===== src/rtl/if_stage_if.sv =====
// Instruction-memory port between the fetch stage and the instruction memory.
// One request outstanding; exactly one rvalid per accepted request.
interface if_stage_if;
  logic        inst_req;
  logic [31:0] inst_addr;
  logic        inst_ready;
  logic        inst_rvalid;
  logic [31:0] inst_rdata;

  modport master (
    output inst_req,
    output inst_addr,
    input  inst_ready,
    input  inst_rvalid,
    input  inst_rdata
  );

  modport slave (
    input  inst_req,
    input  inst_addr,
    output inst_ready,
    output inst_rvalid,
    output inst_rdata
  );
endinterface


===== src/rtl/if_stage.sv =====
// MIPS instruction-fetch stage: PC ownership, single-outstanding fetch,
// registered IF/ID boundary with 1-entry skid, delay-slot and flush handling.
module if_stage #(
  parameter logic [31:0] RESET_PC = 32'hBFC00000
) (
  input  logic              clk,
  input  logic              rst,
  if_stage_if.master        mem,
  input  logic              id_stall,
  input  logic              br_taken,
  input  logic [31:0]       br_target,
  input  logic              flush,
  input  logic [31:0]       flush_pc,
  output logic              id_valid,
  output logic [31:0]       id_pc,
  output logic [31:0]       id_inst,
  output logic              id_adel
);

  localparam int unsigned XLEN = 32;

  localparam logic [0:0] S_REQ  = 1'b0;
  localparam logic [0:0] S_WAIT = 1'b1;

  logic [0:0]      state, state_nxt;
  logic            discard, discard_nxt;
  logic [XLEN-1:0] pc, pc_adv, tgt_reg;
  logic            br_pend;

  logic            skid_valid;
  logic [XLEN-1:0] skid_pc, skid_inst;
  logic            skid_adel;

  logic            req;
  logic            deliver;
  logic [XLEN-1:0] dlv_inst;
  logic            dlv_adel;

  assign pc_adv        = pc + XLEN'(4);
  assign mem.inst_req  = req;
  assign mem.inst_addr = pc;

  // Next state, fetch request and delivery decode
  always_comb begin
    state_nxt   = state;
    discard_nxt = discard;
    req         = 1'b0;
    deliver     = 1'b0;
    dlv_inst    = '0;
    dlv_adel    = 1'b0;
    case (state)
      S_REQ: begin
        if (!skid_valid) begin
          if (pc[1:0] == 2'b00) begin
            req = !rst && !flush;
          end else begin
            deliver  = !flush;
            dlv_adel = 1'b1;
          end
        end
        if (req && mem.inst_ready) state_nxt = S_WAIT;
      end
      S_WAIT: begin
        if (mem.inst_rvalid) begin
          state_nxt   = S_REQ;
          discard_nxt = 1'b0;
          if (!discard) begin
            deliver  = !flush;
            dlv_inst = mem.inst_rdata;
          end
        end
      end
      default: state_nxt = S_REQ;
    endcase
    // A flush with the response still in flight must swallow that response
    if (flush && state == S_WAIT && !mem.inst_rvalid) discard_nxt = 1'b1;
  end

  always_ff @(posedge clk) begin
    if (rst) begin
      state   <= S_REQ;
      discard <= 1'b0;
    end else begin
      state   <= state_nxt;
      discard <= discard_nxt;
    end
  end

  // PC, branch-pending, skid and IF/ID registers
  always_ff @(posedge clk) begin
    if (rst) begin
      pc         <= RESET_PC;
      tgt_reg    <= '0;
      br_pend    <= 1'b0;
      skid_valid <= 1'b0;
      skid_pc    <= '0;
      skid_inst  <= '0;
      skid_adel  <= 1'b0;
      id_valid   <= 1'b0;
      id_pc      <= '0;
      id_inst    <= '0;
      id_adel    <= 1'b0;
    end else if (flush) begin
      pc         <= flush_pc;
      br_pend    <= 1'b0;
      skid_valid <= 1'b0;
      id_valid   <= 1'b0;
    end else begin
      if (skid_valid && !id_stall) begin
        id_valid   <= 1'b1;
        id_pc      <= skid_pc;
        id_inst    <= skid_inst;
        id_adel    <= skid_adel;
        skid_valid <= 1'b0;
      end else if (deliver) begin
        if (!id_valid || !id_stall) begin
          id_valid <= 1'b1;
          id_pc    <= pc;
          id_inst  <= dlv_inst;
          id_adel  <= dlv_adel;
        end else begin
          skid_valid <= 1'b1;
          skid_pc    <= pc;
          skid_inst  <= dlv_inst;
          skid_adel  <= dlv_adel;
        end
      end else if (!id_stall) begin
        id_valid <= 1'b0;
      end

      // A full skid already holds the delay slot, so a branch then redirects at once
      if (deliver) begin
        pc      <= br_taken ? br_target : (br_pend ? tgt_reg : pc_adv);
        br_pend <= 1'b0;
      end else if (br_taken && skid_valid) begin
        pc <= br_target;
      end else if (br_taken) begin
        tgt_reg <= br_target;
        br_pend <= 1'b1;
      end
    end
  end

endmodule

===== src/flat_wrapper.sv =====
// flat-port wrapper written by rule: the top's interface ports become plain ports
module if_stage_flat 
#(
  parameter logic [31:0] RESET_PC = 32'hBFC00000
)
  (clk, rst, id_stall, br_taken, br_target, flush, flush_pc, id_valid, id_pc, id_inst, id_adel, mem_inst_req, mem_inst_addr, mem_inst_ready, mem_inst_rvalid, mem_inst_rdata);
  if_stage_if mem_i ();
  input  logic clk;
  input  logic rst;
  input  logic id_stall;
  input  logic br_taken;
  input  logic [31:0] br_target;
  input  logic flush;
  input  logic [31:0] flush_pc;
  output logic id_valid;
  output logic [31:0] id_pc;
  output logic [31:0] id_inst;
  output logic id_adel;
  output wire logic [$bits(mem_i.inst_req)-1:0] mem_inst_req;
  output wire logic [$bits(mem_i.inst_addr)-1:0] mem_inst_addr;
  input wire logic [$bits(mem_i.inst_ready)-1:0] mem_inst_ready;
  input wire logic [$bits(mem_i.inst_rvalid)-1:0] mem_inst_rvalid;
  input wire logic [$bits(mem_i.inst_rdata)-1:0] mem_inst_rdata;
  assign mem_inst_req = mem_i.inst_req;
  assign mem_inst_addr = mem_i.inst_addr;
  assign mem_i.inst_ready = mem_inst_ready;
  assign mem_i.inst_rvalid = mem_inst_rvalid;
  assign mem_i.inst_rdata = mem_inst_rdata;
  if_stage #(.RESET_PC(RESET_PC)) u_core (.clk(clk), .rst(rst), .mem(mem_i), .id_stall(id_stall), .br_taken(br_taken), .br_target(br_target), .flush(flush), .flush_pc(flush_pc), .id_valid(id_valid), .id_pc(id_pc), .id_inst(id_inst), .id_adel(id_adel));
endmodule

===== config.mk =====
export PLATFORM = sky130hd
export DESIGN_NAME = if_stage_flat
export DESIGN_NICKNAME = d
export VERILOG_FILES = /design/src/rtl/if_stage_if.sv /design/src/rtl/if_stage.sv /design/src/flat_wrapper.sv
export SDC_FILE = /design/constraint.sdc
export NUM_CORES = 1
export LEC_CHECK = 0
export BUFFER_PORTS_ARGS = -buffer_cell sky130_fd_sc_hd__clkbuf_2
export CELL_PAD_IN_SITES_DETAIL_PLACEMENT = 2
export CELL_PAD_IN_SITES_GLOBAL_PLACEMENT = 2
export CORE_ASPECT_RATIO = 0.9
export CORE_MARGIN = 2
export CORE_UTILIZATION = 31
export CTS_BUF_LIST = sky130_fd_sc_hd__clkbuf_4 sky130_fd_sc_hd__clkbuf_8
export CTS_CLUSTER_SIZE = 40
export DETAILED_ROUTE_END_ITERATION = 6
export PLACE_DENSITY = 0.9
export SKIP_CTS_REPAIR_TIMING = 1
export SLEW_MARGIN = 20
export SYNTH_ARGS = -nofsm -noshare
export SYNTH_HDL_FRONTEND = slang
export SYNTH_SLANG_ARGS = --single-unit

===== constraint.sdc =====
create_clock -name clk -period 3.1 [get_ports clk]
set_clock_uncertainty 0.2 [all_clocks]
set_input_delay 0.155 -clock clk [delete_from_list [all_inputs] [get_ports clk]]
set_output_delay 0.155 -clock clk [all_outputs]
set_load 0.1 [all_outputs]

==> results of run 1 <==
-- how the worst max path moves through the flow --
stage               slack [ps]  cells past startpoint                             startpoint                               endpoint
floorplan                   20                      7  u_core.mem.inst_addr[11]$_SDFFE_PP0P_  u_core.mem.inst_addr[31]$_SDFFE_PP1P_
global placement           390                      6                u_core.state$_SDFF_PP0_  u_core.mem.inst_addr[13]$_SDFFE_PP0P_
detailed placement          50                      4                u_core.state$_SDFF_PP0_  u_core.mem.inst_addr[30]$_SDFFE_PP0P_
CTS                         20                      4                u_core.state$_SDFF_PP0_  u_core.mem.inst_addr[30]$_SDFFE_PP0P_
global route               -90                      6   u_core.mem.inst_addr[1]$_SDFFE_PP0P_  u_core.mem.inst_addr[26]$_SDFFE_PP1P_
finish                     -60                      6   u_core.mem.inst_addr[1]$_SDFFE_PP0P_  u_core.mem.inst_addr[26]$_SDFFE_PP1P_
-- cells in the mapped netlist (14+ instances only) --
library cell and number:
nand2_1 298, dfxtp_1 199, a21oi_1 126, nor2_1 103, clkbuf_1 85, nand3_1 77
a311oi_1 65, o21ai_0 23, nor3_1 19, and3_1 15, buf_2 14
-- cell families (layout without fill, tap and decap cells) --
| group | after synthesis | count (layout) | share of synthesized area |
|---|---|---|---|
| fa+ha+maj | 1 | 1 | 0.00140 |
| compound gates | 284 | 284 | 0.211 |
| xor+xnor | 16 | 16 | 0.0156 |
| mux | 11 | 11 | 0.0126 |
| buf+inv | 119 | 362 | 0.0526 |
| flops | 199 | 199 | 0.445 |
| simple gates | 550 | 550 | 0.262 |
-- per-layer routing --
| layer | up-vias | track usage | wire length [um] |
|---|---|---|---|
| li1 | 4601 | - | - |
| met1 | 5236 | 0.327 | 18400 |
| met2 | 441 | 0.393 | 22000 |
| met3 | 107 | 0.0404 | 2750 |
| met4 | 0 | 0.0760 | 1430 |
| met5 | - | 0.0133 | 0 |
-- cell type report --
class | count | area (um2) | share of cell area
sequential | 199 | 3990 | 0.343
multi-input combinational | 862 | 4540 | 0.390
clock inverter | 15 | 194 | 0.0167
clock buffer | 17 | 234 | 0.0201
tap | 366 | 458 | 0.0393
timing repair buffer | 318 | 2180 | 0.187
inverter | 12 | 45.0 | 0.00387
-- worst max-delay path, cell delays in order, from the launching register on --
cell	delay, ps
dfxtp_1	410
nor2_1	120
o31ai_2	670
and3_1	760
nand2_1	260
o21ai_0	420
a21oi_1	160
-- metrics by stage --
stage          instances  TNS, ps  hold WS (ps)  total power, mW   util
2_1_floorplan       1180        0          55.1             4.90      -
3_3_place_gp        1671        0           194             5.48  0.361
3_5_place_dp        1671        0           205             5.56  0.361
4_1_cts             1703        0          -343             7.37  0.376
5_1_grt             1789    -90.7         -14.6             7.82  0.407
6_report            1789    -58.0         -12.1             7.56  0.407
-- power breakdown --
group	total, mW	leakage [nW]	switching [mW]	internal, mW
clock	1.84	0.213	1.21	0.636
sequential	3.00	1.63	0.235	2.77
combinational	2.71	2.58	2.16	0.553
==> results.py, run 1 <==
metrics = {
    "outcome": {
        "status": "finished with violations",
        "violations": "negative hold slack, negative setup slack",
    },
    "synthesis": {
        "synthFlopType": "dfxtp_1",
        "synth.area.top_cells": "dfxtp_1 44%, nand2_1 12%, a21oi_1 7.0%",
        "synth-edff-count": 0,
        "syn_avg_cell_area_um2": 7.59,
        "synth_top_area_share": 0.445,
        "synth.yosys.seq_area_share": 0.445,
        "yosys_register_bits": 199,
        "ys_types": 61,
        "synth_fp_nets": 1284,
        "yosysTopAreaCell": "dfxtp_1",
        "synth_warnings": 0,
        "syn_area_mm2": 0.00896,
        "synthArstFlopShare": 0,
        "syn_inst": 1180,
    },
    "sta": {
        "slew_viol_final": 0,
        "finalCritPeriodShare": 1.02,
        "setup_viol": 1,
        "hold-worst-slack_ps": -12.1,
        "post-route-min-period_ps": 3160,
        "hold_viol": 3,
        "timing.slew.headroom": 0.452,
        "setup_ws_ps": -58.0,
        "fmax_ghz": 0.317,
        "tightest_slew_ps": 817,
    },
    "floorplanning": {
        "design.die.area_mm2": 0.0303,
        "rows": 59,
        "chipWidth_um": 183,
        "die_h_um": 165,
        "ioPinCount": 202,
        "placeableCoreArea_mm2": 0.0286,
        "floorplan.initialDensity": 0.313,
    },
    "critical_path": {
        "cp-start-kind": "flip-flop",
        "end_kind": "flip-flop",
        "critical_path_class": "flip-flop to flip-flop",
        "reg2reg_depth": 6,
        "crit_fanout": 14,
        "critPathRequiredTime_ps": 3270,
        "ff2ff_setup_slack_ps": -60,
        "cp.arrival_ps": 3320,
        "rr_endpoint": "u_core.mem.inst_addr[26]$_SDFFE_PP1P_",
        "worstReg2RegStart": "u_core.mem.inst_addr[1]$_SDFFE_PP0P_",
    },
    "min_path": {
        "hp-class": "input port to flip-flop",
        "whs_path_depth": 4,
        "worstHoldStart": "flush_pc[31]",
        "min_to": "u_core.mem.inst_addr[31]$_SDFFE_PP1P_",
    },
    "route": {
        "vias_per_cell": 5.80,
        "wl_um": 44500,
        "drtAntennaViolNets": 0,
        "wl_per_cell_um": 24.9,
        "drc": 0,
        "drt_iter0_markers": 828,
        "drtPass1Iterations": 5,
        "vias": 10400,
    },
    "final_layout": {
        "n_antenna_cell": 0,
        "layout.nets": 1514,
        "final_common_cell": "nand2_1",
        "fillers": 3224,
        "drive_above_1_share": 0.202,
        "final_cell_mix": "298 x nand2_1, 200 x clkbuf_2, 192 x dfxtp_1, 126 x a21oi_1, 101 x nor2_1",
        "final_area_mm2": 0.0116,
        "syn2layout_area_growth_pct": 30.0,
    },
    "power": {
        "peakVddDrop_mv": 0.289,
        "leakage_nw": 4.42,
        "power.density_mw_per_mm2": 649,
    },
    "grt": {
        "antenna_found_initial": 0,
        "grt_pass1_vias": 9987,
        "track_usage": 0.242,
        "grt-ovfl-total": 0,
        "grt_max_degree": 131,
        "grt_pass1_wl_um": 57000,
    },
    "clock_tree": {
        "cts_buffer_depth": 2,
        "cts.htree.levels": 4,
        "clock_sinks": 199,
        "cts_buffers": 17,
        "cts_tree": "yes",
        "cts_root_buffer": "clkbuf_8",
        "path_clk_slew_ps": 120,
        "clock_latency_ps": 510,
    },
    "placed_design": {
        "pre_cts_ws_ps": 53.1,
        "place_hpwl_um": 25300,
        "place_area_mm2": 0.0104,
        "numPortBuffers": 201,
        "routabilityCongestion": 0.856,
    },
    "run": {
        "drv_cap": 0,
    },
}
(Power assumes the default switching activity.)
==> inputs of run 2 (changes only) <==
==> constraint.sdc (replaced) <==
create_clock -name clk -period 3.1 [get_ports clk]
set_clock_uncertainty 0.2 [all_clocks]
set_input_delay 0.155 -clock clk [delete_from_list [all_inputs] [get_ports clk]]
set_output_delay 0.155 -clock clk [all_outputs]
set_load 0.05 [all_outputs]
==> results.py, run 2 (synthesized netlist as in run 1, its figures left out) <==
metrics = {
    "placed_design": {
        "dp_cells": 1675,
        "numPortBuffers": 201,
        "routabilityCongestion": 0.897,
        "place_hpwl_um": 25800,
    },
    "clock_tree": {
        "clock_latency_ps": 530,
        "cts_buffer_depth": 2,
        "clock_sinks": 199,
        "path_clk_slew_ps": 130,
        "cts_root_buffer": "clkbuf_8",
        "cts_buffers": 17,
        "cts_tree": "yes",
        "cts.htree.levels": 4,
    },
    "critical_path": {
        "cp_common_cell": "or4b_1",
        "cp.arrival_ps": 3240,
        "crit_fanout": 7,
        "critPathTopFamily": "simple AND/OR/NAND/NOR gates",
        "end_kind": "flip-flop",
        "cpPeakStageDelay_ps": 610,
        "critPathRequiredTime_ps": 3290,
        "worstReg2RegStart": "u_core.mem.inst_addr[7]$_SDFFE_PP0P_",
        "worst-path-buf-inv": 0,
        "cp_cell_sequence": "and3_1 > and4_1 > or4b_1 > or4b_1 > o221ai_2 > a21oi_2",
        "crit_path_top_delay_cell": "or4b_1",
        "ff2ff_setup_slack_ps": 50,
        "critical_path_class": "flip-flop to flip-flop",
        "reg2reg_depth": 6,
        "rr_endpoint": "u_core.mem.inst_addr[31]$_SDFFE_PP1P_",
        "cp-start-kind": "flip-flop",
    },
    "route": {
        "drc": 0,
        "vias_per_cell": 5.86,
        "vias": 10500,
        "drt_iter0_markers": 976,
        "wl_per_cell_um": 25.8,
        "drtPass1Iterations": 5,
        "wl_um": 46200,
        "drtAntennaViolNets": 0,
    },
    "power": {
        "switching_share": 0.424,
        "pwr-share-comb": 0.297,
        "peakVddDrop_mv": 0.268,
        "pwr-share-seq": 0.426,
        "power.density_mw_per_mm2": 602,
        "leakage_nw": 4.44,
        "internal_power_mw": 4.05,
        "power.switching_mw": 2.98,
        "p_clk_frac": 0.277,
        "power_mw": 7.03,
    },
    "grt": {
        "antenna_found_initial": 0,
        "grt_max_degree": 73,
        "grt_pass1_vias": 10200,
        "track_usage": 0.254,
        "grt_pass1_wl_um": 59600,
        "grt-ovfl-total": 0,
    },
    "min_path": {
        "hp-class": "input port to flip-flop",
        "worstHoldStart": "flush_pc[29]",
        "whs_path_depth": 5,
        "min_to": "u_core.mem.inst_addr[29]$_SDFFE_PP1P_",
    },
    "final_layout": {
        "seq_area_mm2": 0.00398,
        "multiInputGateArea_mm2": 0.00454,
        "n_antenna_cell": 0,
        "final_common_cell": "nand2_1",
        "syn2layout_area_growth_pct": 30.3,
        "layout.nets": 1518,
        "fillers": 3257,
        "drive_above_1_share": 0.200,
        "final_cell_mix": "298 x nand2_1, 200 x clkbuf_2, 199 x dfxtp_1, 126 x a21oi_1, 101 x nor2_1",
        "instances_no_fill": 1793,
    },
    "sta": {
        "timing.slew.headroom": 0.456,
        "slew_viol_final": 0,
        "rsz0062_at_grt": "no",
        "tightest_slew_ps": 815,
        "hold_viol": 0,
        "fmax_ghz": 0.328,
        "finalCritPeriodShare": 0.984,
        "setup_viol": 0,
        "post-route-min-period_ps": 3050,
    },
    "floorplanning": {
        "rows": 59,
        "chipWidth_um": 183,
        "ioPinCount": 202,
        "die_h_um": 165,
        "floorplan.initialDensity": 0.313,
        "design.die.area_mm2": 0.0303,
        "placeableCoreArea_mm2": 0.0286,
    },
    "outcome": {
        "status": "finished, final reports clean",
    },
    "run": {
        "drv_cap": 0,
    },
}
-- run 2: cell types whose count changed in the layout (fill, tap and decap cells not counted) --
cell       previous run  this run
dfxtp_1             192       199
bufinv_16             0         1
buf_4                25        30
dfxtp_2               7         0
buf_12                6         5
clkinv_4              1         0
-- run 2: worst max-delay path by stage --
| stage | endpoint | cells after the start | startpoint |
|---|---|---|---|
| 3_5_place_dp | u_core.mem.inst_addr[13]$_SDFFE_PP0P_ | 6 | u_core.state$_SDFF_PP0_ |
| 4_1_cts | u_core.mem.inst_addr[13]$_SDFFE_PP0P_ | 6 | u_core.state$_SDFF_PP0_ |
| 6_report | u_core.mem.inst_addr[31]$_SDFFE_PP1P_ | 6 | u_core.mem.inst_addr[7]$_SDFFE_PP0P_ |
| 5_1_grt | u_core.mem.inst_addr[31]$_SDFFE_PP1P_ | 6 | u_core.mem.inst_addr[9]$_SDFFE_PP0P_ |
| 2_1_floorplan | u_core.mem.inst_addr[31]$_SDFFE_PP1P_ | 8 | u_core.mem.inst_addr[9]$_SDFFE_PP0P_ |
| 3_3_place_gp | u_core.mem.inst_addr[13]$_SDFFE_PP0P_ | 6 | u_core.state$_SDFF_PP0_ |
-- run 2: area by class of cell --
cell class	instances	area share
timing repair buffer	322	0.188
clock inverter	15	0.0184
inverter	12	0.00386
tap	366	0.0392
sequential	199	0.341
clock buffer	17	0.0200
multi-input combinational	862	0.389
-- run 2: per-stage QoR --
stage / cell area [um2] / worst slack [ps] / TNS, ps / hold slack [ps] / utilization
after floorplan: 8960 / 310 / 0 / 55.1 / -
after global placement: 10400 / 303 / 0 / 196 / 0.362
after detailed placement: 10400 / 28.6 / 0 / 204 / 0.362
after CTS: 10800 / -64.1 / -64.1 / -362 / 0.377
after global routing: 11700 / 22.6 / 0 / 42.4 / 0.408
final: 11700 / 49.5 / 0 / 26.5 / 0.408
-- run 2: worst register-to-register path, stage by stage, from the launching register on --
cell      delay [ps]
dfxtp_1          580
and3_1           370
and4_1           420
or4b_1           610
or4b_1           570
o221ai_2         100
a21oi_2           90
-- run 2: routing by layer --
layer | GRT usage | share of wire
met1 | 0.336 | 0.41
met2 | 0.404 | 0.48
met3 | 0.0632 | 0.065
met4 | 0.0935 | 0.040
met5 | 0 | 0
-- run 2: power groups by stage --
stage / Sequential [mW] / Combinational (mW) / Clock, mW
after detailed placement: 3.02 / 1.88 / 0
final: 2.99 / 2.09 / 1.95
after global placement: 3.00 / 1.82 / 0
after global routing: 3.01 / 2.19 / 2.08
after CTS: 2.97 / 1.92 / 1.95
after floorplan: 3.58 / 0.653 / 0
==> inputs of run 3 (changes only) <==
--- a/config.mk
+++ b/config.mk
@@ -10,11 +10,10 @@
 export CELL_PAD_IN_SITES_GLOBAL_PLACEMENT = 2
 export CORE_ASPECT_RATIO = 0.9
 export CORE_MARGIN = 2
-export CORE_UTILIZATION = 31
-export CTS_BUF_LIST = sky130_fd_sc_hd__clkbuf_4 sky130_fd_sc_hd__clkbuf_8
+export CORE_UTILIZATION = 30
 export CTS_CLUSTER_SIZE = 40
 export DETAILED_ROUTE_END_ITERATION = 6
-export PLACE_DENSITY = 0.9
+export PLACE_DENSITY = 0.88
 export SKIP_CTS_REPAIR_TIMING = 1
 export SLEW_MARGIN = 20
 export SYNTH_ARGS = -nofsm -noshare
==> results.py, run 3 (synthesized netlist as in run 1, its figures left out) <==
metrics = {
    "critical_path": {
        "cp-start-kind": "flip-flop",
        "crit_fanout": 7,
        "worstReg2RegStart": "u_core.mem.inst_addr[3]$_SDFFE_PP0P_",
        "end_kind": "flip-flop",
        "crit_path_top_delay_cell": "dfxtp_1",
        "reg2reg_depth": 7,
        "cp_cell_sequence": "ha_1 > and3_1 > nand4_1 > nor3_1 > xnor2_1 > a211oi_1 > a2111oi_0",
        "cpPeakStageDelay_ps": 540,
        "critPathRequiredTime_ps": 3190,
        "ff2ff_setup_slack_ps": 30,
        "cp-endpoint": "u_core.mem.inst_addr[30]$_SDFFE_PP0P_",
        "rr_endpoint": "u_core.mem.inst_addr[30]$_SDFFE_PP0P_",
        "cp.arrival_ps": 3160,
        "cp-startpoint": "u_core.mem.inst_addr[3]$_SDFFE_PP0P_",
        "critical_path_class": "flip-flop to flip-flop",
    },
    "final_layout": {
        "seq_area_mm2": 0.00398,
        "drive_above_1_share": 0.201,
        "final_area_mm2": 0.0118,
        "syn2layout_area_growth_pct": 31.6,
        "n_antenna_cell": 0,
        "multiInputGateArea_mm2": 0.00454,
        "instances_no_fill": 1824,
        "final_common_cell": "nand2_1",
        "final_cell_mix": "298 x nand2_1, 200 x clkbuf_2, 199 x dfxtp_1, 126 x a21oi_1, 101 x nor2_1",
        "layout.nets": 1512,
        "fillers": 3310,
    },
    "route": {
        "vias": 10300,
        "drtPass1Iterations": 5,
        "drc": 0,
        "drt_iter0_markers": 689,
        "vias_per_cell": 5.67,
        "wl_per_cell_um": 23.7,
        "wl_um": 43200,
        "drtAntennaViolNets": 0,
    },
    "sta": {
        "hold_viol": 1,
        "fmax_ghz": 0.326,
        "hold-worst-slack_ps": -7.24,
        "finalCritPeriodShare": 0.989,
        "timing.slew.headroom": 0.431,
        "post-route-min-period_ps": 3070,
        "slew_viol_final": 0,
        "tightest_slew_ps": 853,
        "setup_viol": 0,
    },
    "floorplanning": {
        "placeableCoreArea_mm2": 0.0297,
        "rows": 60,
        "design.die.area_mm2": 0.0313,
        "die_h_um": 168,
        "floorplan.initialDensity": 0.302,
        "chipWidth_um": 186,
        "ioPinCount": 202,
    },
    "clock_tree": {
        "cts.htree.levels": 4,
        "clock_sinks": 199,
        "clock_latency_ps": 460,
        "path_clk_slew_ps": 80,
        "cts_root_buffer": "clkbuf_16",
        "cts_buffers": 17,
        "cts_buffer_depth": 2,
        "cts_tree": "yes",
    },
    "power": {
        "power.density_mw_per_mm2": 624,
        "peakVddDrop_mv": 0.405,
        "leakage_nw": 4.47,
    },
    "run": {
        "drv_cap": 0,
    },
    "grt": {
        "grt_max_degree": 74,
        "grt-ovfl-total": 0,
        "grt_pass1_vias": 10300,
        "antenna_found_initial": 0,
        "grt_pass1_wl_um": 59400,
        "track_usage": 0.244,
    },
    "placed_design": {
        "numPortBuffers": 201,
        "dp_cells": 1713,
        "routabilityCongestion": 0.839,
        "place_area_mm2": 0.0104,
        "place_hpwl_um": 25600,
    },
    "min_path": {
        "hp-class": "input port to flip-flop",
    },
    "outcome": {
        "violations": "negative hold slack",
        "status": "finished with violations",
    },
}
## run 3: changes by cell type in the layout (fill, tap and decap cells not counted)
cell,before,now
buf_12,5,3
clkinv_8,6,5
clkbuf_8,17,0
clkbuf_16,0,17
buf_4,30,33
clkinvlp_4,0,1
dlygate4sd3_1,86,79
inv_12,1,0
bufinv_16,1,0
inv_6,3,2
clkinv_4,0,3
## run 3: metal layers
layer,track usage,wire [um],share of wire,up-vias
li1,-,-,-,4588
met1,0.320,18100,0.42,5139
met2,0.405,20900,0.48,469
met3,0.0491,2560,0.059,137
met4,0.0692,1650,0.038,0
met5,0,0,0,-
## run 3: power breakdown
part / internal [mW] / switching, mW / leakage (nW)
clock: 1.09 / 1.23 / 0.290
sequential: 2.76 / 0.216 / 1.63
combinational: 0.559 / 1.49 / 2.56
## run 3: worst min-delay path by stage
stage	startpoint	to	depth (start not counted)
floorplan	mem_inst_rvalid	u_core.discard$_SDFFE_PP0P_	1
global route	flush_pc[20]	u_core.mem.inst_addr[20]$_SDFFE_PP0P_	4
global placement	mem_inst_rvalid	u_core.discard$_SDFFE_PP0P_	2
detailed placement	mem_inst_rvalid	u_core.discard$_SDFFE_PP0P_	2
finish	flush_pc[4]	u_core.mem.inst_addr[4]$_SDFFE_PP0P_	4
CTS	br_target[17]	u_core.tgt_reg[17]$_SDFFE_PP0P_	3
## run 3: layout make-up
type                            count  area share
Multi-Input combinational cell    862       0.385
Sequential cell                   199       0.338
Timing Repair Buffer              316       0.179
Tap cell                          403      0.0428
Clock buffer                       17      0.0361
Clock inverter                     15      0.0151
Inverter                           12     0.00382
## run 3: critical path: cells and delay by family, from the launching register on
kind,cells,cell delay (ps)
xor gates and xnor gates,1,170
DFF,1,540
AOI/OAI and AO/OA,2,590
and+or+nand+nor,3,1150
adders and majority gates,1,260
## run 3: metrics by stage
stage          hold WS (ps)  power (mW)  setup WS [ps]   util  setup TNS (ps)
6_report              -7.24        7.35           34.0  0.398               0
4_1_cts                -281        7.22          -76.0  0.371            -116
3_5_place_dp            200        4.90            133  0.350               0
5_1_grt                22.2        7.62          -42.4  0.398           -42.4
3_3_place_gp            191        4.83            276  0.350               0
2_1_floorplan          55.1        4.23            310      -               0
